### src/rtl/uart_rx_axi_buffer.sv
`default_nettype none
// ============================================================================
// Module   : uart_rx_axi_buffer
// Purpose  : AXI4-Lite slave stage behind a UART receiver. Received bytes and
//            their parity/frame error flags are queued in a receive FIFO and
//            exposed through RX_BUFF (0x0), CONFIG (0x4) and STATUS (0x8).
//            A registered level interrupt signals data/threshold, errors and
//            (optionally) an idle timeout.
// Ports    : s_axi_aclk / s_axi_aresetn  clock, async active-low reset
//            rx_data, rx_new, rx_err_parity, rx_err_frame  receiver byte i/f
//            interrupt                   registered level interrupt
//            s_axi_*                     AXI4-Lite slave (prot/wstrb ignored)
// Options  : define UART_RX_TIMEOUT_EN to build the idle-timeout counter
//            (STATUS[5]); otherwise STATUS[5] reads 0.
// Revision : 1.0 - initial release
// ============================================================================
module uart_rx_axi_buffer #(
    parameter int C_S_AXI_ADDR_WIDTH = 32,
    parameter int C_S_AXI_DATA_WIDTH = 32,
    parameter int BUFFER_SIZE        = 16,
    parameter int TIMEOUT_CYCLES     = 1000
) (
    input  logic                            s_axi_aclk,
    input  logic                            s_axi_aresetn,
    input  logic [7:0]                      rx_data,
    input  logic                            rx_new,
    input  logic                            rx_err_parity,
    input  logic                            rx_err_frame,
    output logic                            interrupt,
    input  logic [C_S_AXI_ADDR_WIDTH-1:0]   s_axi_awaddr,
    input  logic [2:0]                      s_axi_awprot,
    input  logic                            s_axi_awvalid,
    output logic                            s_axi_awready,
    input  logic [C_S_AXI_DATA_WIDTH-1:0]   s_axi_wdata,
    input  logic [C_S_AXI_DATA_WIDTH/8-1:0] s_axi_wstrb,
    input  logic                            s_axi_wvalid,
    output logic                            s_axi_wready,
    output logic [1:0]                      s_axi_bresp,
    output logic                            s_axi_bvalid,
    input  logic                            s_axi_bready,
    input  logic [C_S_AXI_ADDR_WIDTH-1:0]   s_axi_araddr,
    input  logic [2:0]                      s_axi_arprot,
    input  logic                            s_axi_arvalid,
    output logic                            s_axi_arready,
    output logic [C_S_AXI_DATA_WIDTH-1:0]   s_axi_rdata,
    output logic [1:0]                      s_axi_rresp,
    output logic                            s_axi_rvalid,
    input  logic                            s_axi_rready
);

    localparam int       c_PTR_W       = $clog2(BUFFER_SIZE);
    localparam int       c_CNT_W       = c_PTR_W + 1;
    localparam bit [3:0] c_ADDR_RXBUF  = 4'h0;
    localparam bit [3:0] c_ADDR_CONFIG = 4'h4;
    localparam bit [3:0] c_ADDR_STATUS = 4'h8;
    localparam bit [1:0] c_OKAY        = 2'b00;
    localparam bit [1:0] c_SLVERR      = 2'b10;

    logic                          r_awready, r_bvalid, r_arready, r_rvalid, r_irq;
    logic [1:0]                    r_bresp, r_rresp;
    logic [C_S_AXI_DATA_WIDTH-1:0] r_rdata, w_rdata;
    logic [9:0]                    r_mem [BUFFER_SIZE];
    logic [c_PTR_W-1:0]            r_wptr, r_rptr;
    logic [c_CNT_W-1:0]            r_count;
    logic                          r_ien_data, r_ien_err;
    logic [3:0]                    r_thr;
    logic                          r_ovr, r_par, r_frm, r_to;
    logic                          w_wr_hs, w_rd_hs, w_wr_ok, w_rd_ok, w_wr_cfg, w_st_clr;
    logic                          w_flush, w_pop, w_push, w_full, w_empty, w_ovr_evt, w_to_evt;
    logic [3:0]                    w_thr_eff;
    logic                          w_lvl;

    assign s_axi_awready = r_awready;
    assign s_axi_wready  = r_awready;
    assign s_axi_bvalid  = r_bvalid;
    assign s_axi_bresp   = r_bresp;
    assign s_axi_arready = r_arready;
    assign s_axi_rvalid  = r_rvalid;
    assign s_axi_rresp   = r_rresp;
    assign s_axi_rdata   = r_rdata;
    assign interrupt     = r_irq;

    // Register select comes from bits [3:0]; any higher address bit set means
    // the access falls outside this 16-byte window and is rejected.
    assign w_wr_ok = (s_axi_awaddr[C_S_AXI_ADDR_WIDTH-1:4] == '0) &&
                     ((s_axi_awaddr[3:0] == c_ADDR_RXBUF) || (s_axi_awaddr[3:0] == c_ADDR_CONFIG) ||
                      (s_axi_awaddr[3:0] == c_ADDR_STATUS));
    assign w_rd_ok = (s_axi_araddr[C_S_AXI_ADDR_WIDTH-1:4] == '0) &&
                     ((s_axi_araddr[3:0] == c_ADDR_RXBUF) || (s_axi_araddr[3:0] == c_ADDR_CONFIG) ||
                      (s_axi_araddr[3:0] == c_ADDR_STATUS));

    assign w_wr_hs  = r_awready & s_axi_awvalid & s_axi_wvalid;
    assign w_rd_hs  = r_arready & s_axi_arvalid;
    assign w_wr_cfg = w_wr_hs & w_wr_ok & (s_axi_awaddr[3:0] == c_ADDR_CONFIG);
    assign w_st_clr = w_rd_hs & w_rd_ok & (s_axi_araddr[3:0] == c_ADDR_STATUS);

    assign w_full    = (r_count == c_CNT_W'(BUFFER_SIZE));
    assign w_empty   = (r_count == '0);
    // Flush overrides everything else in its cycle: pop and push are both void.
    assign w_flush   = w_wr_cfg & s_axi_wdata[0];
    assign w_pop     = w_rd_hs & w_rd_ok & (s_axi_araddr[3:0] == c_ADDR_RXBUF) & ~w_empty & ~w_flush;
    // A full FIFO still accepts a byte when the head leaves in the same cycle.
    assign w_push    = rx_new & ~w_flush & (~w_full | w_pop);
    assign w_ovr_evt = rx_new & ~w_flush & w_full & ~w_pop;

`ifdef UART_RX_TIMEOUT_EN
    logic [31:0] r_to_cnt;

    // Counts idle cycles while data waits; saturates so the event fires once.
    assign w_to_evt = ~w_empty & ~rx_new & ~w_pop & ~w_flush &
                      (r_to_cnt == 32'(TIMEOUT_CYCLES - 1));

    always_ff @(posedge s_axi_aclk or negedge s_axi_aresetn) begin
        if (!s_axi_aresetn) begin
            r_to_cnt <= '0;
        end else if (rx_new || w_pop || w_flush || w_empty) begin
            r_to_cnt <= '0;
        end else if (r_to_cnt != 32'(TIMEOUT_CYCLES)) begin
            r_to_cnt <= r_to_cnt + 32'd1;
        end
    end
`else
    assign w_to_evt = 1'b0;
`endif

    // AXI write and read channels.
    always_ff @(posedge s_axi_aclk or negedge s_axi_aresetn) begin
        if (!s_axi_aresetn) begin
            r_awready <= 1'b0;
            r_bvalid  <= 1'b0;
            r_bresp   <= c_OKAY;
            r_arready <= 1'b0;
            r_rvalid  <= 1'b0;
            r_rresp   <= c_OKAY;
            r_rdata   <= '0;
        end else begin
            r_awready <= s_axi_awvalid & s_axi_wvalid & ~r_bvalid & ~r_awready;
            if (w_wr_hs) begin
                r_bvalid <= 1'b1;
                r_bresp  <= w_wr_ok ? c_OKAY : c_SLVERR;
            end else if (r_bvalid && s_axi_bready) begin
                r_bvalid <= 1'b0;
            end
            r_arready <= s_axi_arvalid & ~r_rvalid & ~r_arready;
            if (w_rd_hs) begin
                r_rvalid <= 1'b1;
                r_rdata  <= w_rdata;
                r_rresp  <= w_rd_ok ? c_OKAY : c_SLVERR;
            end else if (r_rvalid && s_axi_rready) begin
                r_rvalid <= 1'b0;
            end
        end
    end

    always_comb begin
        w_rdata = '0;
        if (w_rd_ok) begin
            case (s_axi_araddr[3:0])
                c_ADDR_RXBUF:  if (!w_empty) w_rdata = {1'b1, 21'b0, r_mem[r_rptr]};
                c_ADDR_CONFIG: w_rdata = {24'b0, r_thr, 1'b0, r_ien_err, r_ien_data, 1'b0};
                c_ADDR_STATUS: w_rdata = {15'b0, 9'(r_count), 2'b0, r_to, r_frm, r_par, r_ovr,
                                          w_full, w_empty};
                default:       w_rdata = '0;
            endcase
        end
    end

    // FIFO pointers, occupancy, configuration and sticky status.
    always_ff @(posedge s_axi_aclk or negedge s_axi_aresetn) begin
        if (!s_axi_aresetn) begin
            r_wptr     <= '0;
            r_rptr     <= '0;
            r_count    <= '0;
            r_ien_data <= 1'b0;
            r_ien_err  <= 1'b0;
            r_thr      <= '0;
            r_ovr      <= 1'b0;
            r_par      <= 1'b0;
            r_frm      <= 1'b0;
            r_to       <= 1'b0;
        end else begin
            if (w_flush) begin
                r_rptr  <= r_wptr;
                r_count <= '0;
            end else begin
                if (w_pop)  r_rptr <= r_rptr + c_PTR_W'(1);
                if (w_push) r_wptr <= r_wptr + c_PTR_W'(1);
                if (w_push && !w_pop)      r_count <= r_count + c_CNT_W'(1);
                else if (w_pop && !w_push) r_count <= r_count - c_CNT_W'(1);
            end
            if (w_wr_cfg) begin
                r_ien_data <= s_axi_wdata[1];
                r_ien_err  <= s_axi_wdata[2];
                r_thr      <= s_axi_wdata[7:4];
            end
            // Read-to-clear loses to an event landing in the same cycle.
            r_ovr <= (r_ovr & ~w_st_clr) | w_ovr_evt;
            r_par <= (r_par & ~w_st_clr) | (rx_new & rx_err_parity);
            r_frm <= (r_frm & ~w_st_clr) | (rx_new & rx_err_frame);
            r_to  <= (r_to  & ~w_st_clr) | w_to_evt;
        end
    end

    always_ff @(posedge s_axi_aclk) begin
        if (w_push) r_mem[r_wptr] <= {rx_err_frame, rx_err_parity, rx_data};
    end

    assign w_thr_eff = (r_thr == 4'd0) ? 4'd1 : r_thr;
    assign w_lvl     = (16'(r_count) >= 16'(w_thr_eff));

    always_ff @(posedge s_axi_aclk or negedge s_axi_aresetn) begin
        if (!s_axi_aresetn) begin
            r_irq <= 1'b0;
        end else begin
            r_irq <= (r_ien_data & w_lvl) | (r_ien_err & (r_ovr | r_par | r_frm)) | (r_ien_data & r_to);
        end
    end

    logic w_unused;
    assign w_unused = &{1'b0, s_axi_awprot, s_axi_arprot, s_axi_wstrb,
                        s_axi_wdata[C_S_AXI_DATA_WIDTH-1:8], s_axi_wdata[3], (TIMEOUT_CYCLES > 0)};

endmodule
`default_nettype wire

### config.mk
export PLATFORM = sky130hd
export DESIGN_NAME = uart_rx_axi_buffer
export DESIGN_NICKNAME = d
export VERILOG_FILES = /design/src/rtl/uart_rx_axi_buffer.sv
export SDC_FILE = /design/constraint.sdc
export NUM_CORES = 1
export LEC_CHECK = 0
export ABC_AREA = 1
export CORE_MARGIN = 2
export CORE_UTILIZATION = 40
export DETAILED_ROUTE_END_ITERATION = 10
export HOLD_SLACK_MARGIN = 0.1
export PLACE_DENSITY = 0.67
export SYNTH_ARGS = -nofsm -noshare
export SYNTH_HDL_FRONTEND = slang
export SYNTH_SLANG_ARGS = --single-unit
### constraint.sdc
create_clock -name s_axi_aclk -period 2.81 [get_ports s_axi_aclk]
set_clock_uncertainty 0.2 [all_clocks]
set_input_delay 0.7025 -clock s_axi_aclk [delete_from_list [all_inputs] [get_ports s_axi_aclk]]
set_output_delay 0.7025 -clock s_axi_aclk [all_outputs]
set_load 0.01 [all_outputs]
==> summary.txt <==
Status
  • Status: completed

Route
  • Via count: 6888
  • DR WL/cell: 16.1 µm
  • Pre-Repair DR Iteration Count: 5
  • Post-route ant nets: 0
  • Iteration-0 DRC Markers: approximately 450
  • Remaining DRCs: 0
  • Drt total wl: 22400 µm
  • Via density: 4.95

Final layout
  • Share of cells above drive strength 1: 14.9%
  • Area growth from synthesis to layout: 29.9%
  • Post-layout util: 52.4%
  • Final net count: about 1200
  • Diode count: 0

Critical path
  • CP required: 2.81 ns
  • Critical path arrival: 2.75 ns
  • Critical Path Sink Type: register
  • Critical path class: in2reg
  • CP startpoint kind: primary input
  • Crit-path max FO: 9

Synthesis
  • Distinct cells, synth: 46
  • Post-synth EDFFs: 160
  • Sequential share of the synthesized area: between 60% and 70%
  • Synthesized instance count: between 800 and 900
  • Synth Area per Inst: 10.7 µm²
  • Top_reg_cell synth: edfxtp_1
  • Share of flip-flops with an asynchronous set or reset: 21.6%
  • Warnings from Yosys: 0
  • Mapped cell area: ~9400 µm²
  • #FFs+latches synth: roughly 200

Power and ir drop
  • Peak VDD IR: 0.329 mV
  • Static Leak: 5.02 nW
  • Pwr Density: just over 600 nW/µm²

Die
  • Row count: 56
  • Core Region: 23300 µm²
  • Die Wd: 157 µm
  • Starting utilization of the core area: 40.3%
  • Die area: 24700 µm²
  • Die Span Y: roughly 160 µm
  • IO Pins: 166

Job
  • Max Cap Viol: 0

Global routing
  • Initial antenna violation count: 0
  • First-pass GRT wire length: 33500 µm
  • Largest net degree at the start of global routing: 50
  • Vias in the first global route: 6389
  • GRT Util Overall: 17.5%
  • GRT Residual Overflow: 0

CTS
  • Clk Latency, worst-skew pair: 0.49 ns
  • CTS tree: done
  • Clock sink total: 204
  • TritonCTS Buffers: 21
  • CTS clk-pin slew, worst paths: 0.06 ns
  • Htree depth: 1
  • CTS root buf: clkbuf_16
  • Maximum clock path buffer count: 3

Timing
  • Final setup violation count: 0
  • Measured slew at the worst slew-check pin: 0.683 ns
  • Max-Slew Margin vs Limit: around 54%
  • Final worst path period need: ~2.8 ns
  • F_max: roughly 0.36 GHz
  • Count of pins over their slew limit: 0
  • Setup TNS: 0 ns
  • Final count of hold timing violations: 0
  • Hold_ws: 0.266 ns
  • Crit share post-route: 97.9%

Placed design
  • Final weighted congestion in routability-driven placement: 0.847
  • DP HPWL: 15100 µm
  • PortBufs: 110

Min path
  • Hold Crit Class: reg2reg
## per-stage QoR
stage	setup WS (ns)	std cells	cell area [µm²]	total power, mW
finish	0.0580	1391	12200	7.59
global route	-0.0254	1391	12200	7.93
CTS	-0.0637	1377	11800	7.46
detailed placement	-0.567	1340	11200	4.93
global placement	-0.516	1340	11200	4.89
floorplan	-0.279	899	9450	4.37
## state kept, by name, indices dropped and copies added, names as in the netlist
register and cells:
interrupt 1, r_to 1, r_ien_data 1, r_par 1, s_axi_rresp 1, r_mem 160, r_wptr 4, s_axi_bvalid 1
s_axi_bresp 1, s_axi_arready 1, s_axi_awready 1, r_rptr 4, r_count 5, r_ovr 1, s_axi_rvalid 1, r_frm 1
s_axi_rdata 14, r_ien_err 1, r_thr 4
## power by group
group          switching (mW)  internal (mW)  leakage (nW)
logic                   0.809          0.582          2.71
clock network            1.09           1.45         0.300
registers               0.105           3.55          2.00
## critical path, cell delays in order
cell and delay, ns:
clkdlybuf4s50_1 0.42, nor2_1 0.11, nand2_1 0.10, nor2_4 0.10, nand2_2 0.08, nor2_4 0.12, nand3_4 0.10, buf_6 0.13
clkinv_2 0.05, nand2_4 0.05, nand2_4 0.06, nand3_4 0.08, buf_12 0.16, nor3_2 0.24, buf_4 0.23
## path summary, 6_finish.rpt
path	from	end	slack [ns]	cells after the start
max	s_axi_araddr[17]	r_mem[1][0]	0.06	15
max reg2reg	r_count[3]	r_count[4]	0.22	16
min	s_axi_arready	s_axi_arready	0.27	1
min reg2reg	s_axi_arready	s_axi_arready	0.27	1
min in group asynchronous	s_axi_aresetn	s_axi_arready	0.57	2
max in group asynchronous	s_axi_aresetn	s_axi_bresp[1]	1.16	3
## what timing repair did
action | in CTS | in global routing
cloned | 0 | 5
pin swaps | 1 | 37
setup buffers | 0 | 9
hold buffers | 1 | 0
resized for setup | 0 | 96
hold endpoints to repair | 25 | 0
endpoints found under the setup margin | 65 | 162
## cells in the final DEF, fill, tap and decap left out, drive strengths merged, types with 19 or more instances in the layout
master and n:
a21oi 61, buf 82, clkbuf 24, clkdlybuf4s50 80
conb 20, dfrtp 44, dlymetal6s2s 29, edfxtp 160
inv 107, nand2 120, nand3 34, nor2 82
nor3 20, o211ai 19, o21ai 97
## kinds of logic after synthesis
family          share of synthesized area, %
other cells                           0.0400
xor+xnor                               0.747
buf+inv                                 7.80
compound gates                          11.6
simple gates                            12.5
fa+ha+maj                               1.95
flops                                   63.0
mux                                     2.43
## cell usage after synthesis, drive strengths merged, types with 13 or more instances
| library cell | count | share of area, % |
|---|---|---|
| nand3 | 34 | 2.0 |
| o211ai | 19 | 1.5 |
| dfrtp | 44 | 12 |
| nand2 | 120 | 5.0 |
| a21oi | 61 | 3.3 |
| o21ai | 97 | 5.2 |
| nor3 | 20 | 1.1 |
| edfxtp | 160 | 51 |
| mux2i | 16 | 1.7 |
| ha | 13 | 1.7 |
| buf | 36 | 2.6 |
| clkbuf | 20 | 0.80 |
| inv | 107 | 4.3 |
| nor2 | 82 | 3.3 |
## final cells by class
type / instances / area, µm²
well taps: 319 / 399
repair buffers: 193 / 1860
clock buffers: 23 / 533
clock inverters: 13 / 86.3
flip-flops and latches: 204 / 5910
fillers: 2059 / 11100
inverters: 109 / 410
multi-input cells: 530 / 2990
## layer usage
| layer | global-route usage (%) | vias up | part of all wire (%) |
|---|---|---|---|
| li1 | - | 3364 | - |
| met4 | 4.07 | 0 | 1.6 |
| met1 | 22.9 | 3270 | 41 |
| met3 | 2.31 | 26 | 7.2 |
| met2 | 31.2 | 228 | 50 |
| met5 | 0 | - | 0 |
Power figures use the tool's default switching activity.
